===== src/rtl/sysarr_ctrl.sv =====
// sysarr_ctrl: sequences weight load, input streaming and output-valid tracking for an NxN weight-stationary systolic array
module sysarr_ctrl #(
  parameter int ARRAY_DIM = 16,
  parameter int VEC_BW = 16,
  parameter int OUT_LAT = 2*ARRAY_DIM-1,
  parameter int ROW_BW = $clog2(ARRAY_DIM)
) (
  input  logic                 clk,
  input  logic                 rstn,
  input  logic                 start,
  input  logic [VEC_BW-1:0]    num_vec,
  input  logic                 w_valid,
  output logic                 w_ready,
  output logic [ROW_BW-1:0]    w_row,
  output logic [ARRAY_DIM-1:0] we_rl,
  input  logic                 x_valid,
  output logic                 x_ready,
  output logic                 x_issue,
  output logic [VEC_BW-1:0]    x_idx,
  output logic                 out_valid,
  output logic [VEC_BW-1:0]    out_idx,
  output logic                 busy,
  output logic                 done
);
  typedef enum logic [2:0] {IDLE, LOAD_W, STREAM, DRAIN, FIN} state_t;
  state_t state, state_nxt;
  logic [VEC_BW-1:0] nv, vec_cnt, out_cnt;
  logic [ROW_BW-1:0] row_cnt;
  logic [OUT_LAT-1:0] dly;
  logic row_last, vec_last, out_last;
  assign row_last = row_cnt == ROW_BW'(ARRAY_DIM-1);
  assign vec_last = vec_cnt == nv - VEC_BW'(1);
  assign out_last = out_cnt == nv - VEC_BW'(1);
  always_ff @(posedge clk)
    state <= rstn ? IDLE : state_nxt;
  always_comb begin
    state_nxt = state;
    case (state)
      IDLE:    state_nxt = start ? LOAD_W : IDLE;
      LOAD_W:  state_nxt = (w_valid && row_last) ? ((nv == '0) ? FIN : STREAM) : LOAD_W;
      STREAM:  state_nxt = (x_valid && vec_last) ? DRAIN : STREAM;
      DRAIN:   state_nxt = (out_valid && out_last) ? FIN : DRAIN;
      default: state_nxt = IDLE;
    endcase
  end
  always_comb begin
    w_ready = state == LOAD_W;
    w_row = row_cnt;
    we_rl = (w_ready && w_valid) ? ARRAY_DIM'(1) << row_cnt : '0;
    x_ready = state == STREAM;
    x_issue = x_ready && x_valid;
    x_idx = vec_cnt;
    out_valid = dly[OUT_LAT-1];
    out_idx = out_cnt;
    busy = state != IDLE;
    done = state == FIN;
  end
  // the delay line shifts in every state so output k lands OUT_LAT cycles after its issue regardless of bubbles
  always_ff @(posedge clk) begin
    if (rstn) begin
      nv <= '0;
      vec_cnt <= '0;
      out_cnt <= '0;
      row_cnt <= '0;
      dly <= '0;
    end else begin
      dly <= {dly[OUT_LAT-2:0], x_issue};
      if (state == IDLE && start) begin
        nv <= num_vec;
        vec_cnt <= '0;
        out_cnt <= '0;
      end
      if (w_ready && w_valid) row_cnt <= row_last ? '0 : row_cnt + ROW_BW'(1);
      if (x_issue) vec_cnt <= vec_cnt + VEC_BW'(1);
      if (out_valid) out_cnt <= out_cnt + VEC_BW'(1);
    end
  end
endmodule


===== config.mk =====
export PLATFORM = sky130hd
export DESIGN_NAME = sysarr_ctrl
export DESIGN_NICKNAME = d
export VERILOG_FILES = /design/src/rtl/sysarr_ctrl.sv
export SDC_FILE = /design/constraint.sdc
export NUM_CORES = 1
export LEC_CHECK = 0
export CORE_MARGIN = 2
export CORE_UTILIZATION = 34
export CTS_BUF_LIST = sky130_fd_sc_hd__clkbuf_4 sky130_fd_sc_hd__clkbuf_8
export CTS_CLUSTER_DIAMETER = 50
export DETAILED_ROUTE_END_ITERATION = 10
export PLACE_DENSITY = 0.59
export SYNTH_ARGS = -nofsm -noshare
export SYNTH_HDL_FRONTEND = slang
export SYNTH_SLANG_ARGS = --single-unit

===== constraint.sdc =====
create_clock -name clk -period 3.85 [get_ports clk]
set_input_delay 0.9625 -clock clk [delete_from_list [all_inputs] [get_ports clk]]
set_output_delay 0.9625 -clock clk [all_outputs]
set_load 0.05 [all_outputs]

# After elaboration in Yosys (flattened, before gate mapping)
# Index checks and enable logic that the tools add are counted.
# totals
wordCells	40
regBits	86
output_inout_bits	58
inputBits	21
# classes
n_reduce_logical	11
eq_ne	7
n_addsub	4
shift	1
muxes	11
# op_table
operator	n
$mux 16	4
$add 16x1->16 const B	2
$eq 16x16->1	2
$logic_not 16->1	1
$shl 1x4->16 const A	1
$sub 16x1->16 const B	1
$pmux 3 s4	1
$mux 3	3
$eq 3x2->1 const B	2
$logic_and 1x1->1	6
$add 4x1->4 const B	1
$eq 4x4->1 const B	1
$mux 4	1
$reduce_bool 2->1	2
$eq 3x1->1 const B	1
$eq 3x3->1 const B	1
$logic_not 3->1	1
$reduce_bool 3->1	1
$mux 1	2

# Longest topological paths before layout
# depth
word_depth	5
ltp_mapped	12
ltp_nobuf	9

# Worst setup path after synthesis
# OpenSTA, ideal clock, no wires.
# synth_timing
kind	input -> output
start	input port w_valid
end	output port we_rl[0]
path_stages	4
t_arrival_ps	2133
path_slack_ps	754
path_cell_list	and3_1 clkbuf_1 nor2b_1 and3_1
# synth_via
elab_chain_cells	2
# synth_rtl
element	line	rtl
start: declaration	12	input logic w_valid,
$logic_and 1x1->1	49	we_rl = (w_ready && w_valid) ? ARRAY_DIM'(1) << row_cnt : '0;
$mux 16	49	
end: declaration	15	output logic [ARRAY_DIM-1:0] we_rl,
# Every way passes these cells.

# Final worst setup path
# layout_timing
start	input port w_valid
end	output port we_rl[10]
# The elaborated chain is that of the path after synthesis.

==> results.yml <==
place:
  place_congestion: 0.8194
  place_hpwl_mm: 8.179
  io_buffers: 78
layout:
  syn2layout_area_growth_pct: 27.12
  diodes: 0
  final_common_cell: "dfxtp_1"
  final_cell_mix: "dfxtp_1 (86), clkdlybuf4s50_1 (60), nand2_1 (59), nor2_1 (51), a21oi_1 (41)"
  drive_above_1_share_pct: 8.374
  layout.nets: 634
timing:
  grt_setup_unrepaired: "no"
  post-route-min-period_ns: 3.300
  fmax_mhz: 303.0
  timing.slew.headroom_pct: 46.09
  tns_ns: 0
  slew_viol_final: 0
  hold_violations: 0
  worst_slew_pin_slew_ns: 0.8087
  skew_ns: 0.01166
  setup_viol: 0
  period_share_pct: 85.72
critical_path:
  crit_chain: "clkdlybuf4s50_1 -> and3_1 -> buf_4 -> and2_1 -> and3_1 -> buf_12"
  critPathArrivalTime_ns: 2.34
  slowest_delay_ns: 0.47
  crit_buf_inv: 3
  critPathMaxFanout: 8
  worstPathRequired_ns: 2.89
  cp_top_family: "buffers and inverters"
  crit_path_end_kind: "output port"
  critPathLaunchType: "primary input"
  critical_path_class: "primary input to output port"
  crit_top_cell: "and3_1"
  crit_slowest_cell: "clkdlybuf4s50_1"
floorplan:
  die_h_um: 119.0
  die_x_um: 119.0
  num_rows: 42
  initial_core_util_pct: 34.38
  io_pins: 79
  die_area_mm2: 0.01417
  coreArea_mm2: 0.01309
logic_synthesis:
  syn_avg_cell_area_um2: 8.238
  synth_edf_count: 0
  synth_seq_area_share_pct: 38.28
  synth_top_area_share_pct: 38.28
  async_reset_ff_share_pct: 0
  synth_area_leaders: "dfxtp_1 (38%), nand2_1 (4.9%), a21oi_1 (4.6%)"
  yosys_warnings: 0
  synthCells: 546
  synth.largest_area_cell: "dfxtp_1"
  synth_flop_cell: "dfxtp_1"
  syn_area_mm2: 0.004498
  ys_types: 59
  syn_nets: 576
  ys_ff_latch: 86
grt:
  grt_max_degree: 86
  grt_pass1_wl_mm: 18.55
  grt.total_usage_pct: 16.01
  antenna_found_initial: 0
  grt_pass1_vias: 3768
  grt_overflow: 0
cts:
  ctsResizeCount: 0
  insertion_delay_ns: 0.35
  cts_tree: "done"
  post-cts-setup-buffers: 0
  cts_buffer_depth: 2
  cts.clk_slew.worst_paths_ns: 0.08
  cts_hold_buf: 0
  htreeDepth: 3
  cts_made_buffers: 9
  cts_num_sinks: 86
  cts_root_buf: "clkbuf_8"
worst_hold_path:
  hold_class: "flip-flop to flip-flop"
route:
  antenna_left: 0
  first_pass_iters: 4
  drcViolationCount: 0
  wirelength_mm: 11.26
  drt-initial-drc-count: 258
  avgRoutedWirePerCell_um: 14.34
  vias: 4012
  detail_route.vias_per_cell: 5.111
status:
  outcome: "finished, final reports clean"
power:
  ir_worst_vdd_uv: 180.0
  power.density_mw_per_mm2: 369.9
  leakagePower_nw: 2.137
  finalPower_mw: 2.115
run:
  max-cap-violations: 0
-- metrics by stage --
step	cell area (um2)	hold WS, ns	setup WS [ns]	instances	utilization (%)
global route	5718	0.4596	0.3773	785	43.70
CTS	5718	0.4471	0.5202	785	43.70
floorplan	4498	0.4138	0.7545	546	-
finish	5718	0.4426	0.5499	785	43.70
global placement	5466	0.4195	0.5323	769	41.78
detailed placement	5466	0.4253	0.5231	769	41.78
-- final cells by class --
| cell class | count | area [um2] |
|---|---|---|
| clock buffers | 9 | 123.9 |
| multi-input cells | 412 | 2521 |
| fillers | 1303 | 7367 |
| well taps | 176 | 220.2 |
| clock inverters | 7 | 127.6 |
| inverters | 12 | 45.04 |
| repair buffers | 83 | 958.4 |
| flip-flops and latches | 86 | 1722 |
-- routing by layer --
metal / GRT usage (%) / up-vias / wire [um] / share of wire, %
li1: - / 2016 / - / -
met1: 21.06 / 1914 / 5413 / 48
met2: 26.58 / 72 / 5340 / 47
met3: 2.634 / 10 / 356 / 3.2
met4: 5.506 / 0 / 144 / 1.3
met5: 0 / - / 0 / 0
-- synthesized netlist by cell type, types with 3 or more instances --
master	instances
inv_1	11
a31oi_1	3
and2_1	5
dfxtp_1	86
xnor2_1	21
mux2_2	4
nor4_1	6
xor2_1	15
nor2b_1	32
or3_1	5
nor3_1	18
nand2b_1	6
clkbuf_8	4
clkbuf_1	23
o21ai_0	16
mux2i_1	6
and3_1	23
nand3b_1	8
nor3b_1	6
o21a_1	5
ha_1	9
or2_2	4
nand2_1	59
a21oi_1	41
nor2_1	51
buf_6	3
nand3_1	24
nand4_1	8
-- power breakdown --
part | switching (mW) | total, mW | leakage (nW) | internal [mW]
clock | 0.345 | 0.786 | 0.126 | 0.441
combinational | 0.224 | 0.385 | 1.32 | 0.161
sequential | 0.0380 | 0.944 | 0.695 | 0.906
-- final timing paths --
kind,from,endpoint,slack (ns),depth (start not counted)
setup / recovery,w_valid,we_rl[10],0.55,6
hold / removal,dly[22]$_SDFF_PP0_,dly[23]$_SDFF_PP0_,0.44,1
setup reg to reg,nv[1]$_SDFFE_PP0P_,state[2]$_SDFF_PP0_,0.68,8
hold reg to reg,dly[22]$_SDFF_PP0_,dly[23]$_SDFF_PP0_,0.44,1
-- registers in the layout (all words and copies together), names as in the netlist --
signal and cells:
state 3, nv 16, w_row 4, x_idx 16, dly 31, out_idx 16
-- logic make-up after synthesis --
logic type                 synth area share [%]
AOI/OAI and AO/OA                         12.05
adders and majority gates                 2.504
buffers and inverters                     5.674
DFF                                       38.28
muxes                                     2.337
and+or+nand+nor                           31.66
xor gates and xnor gates                  7.511
(Power assumes the default switching activity.)
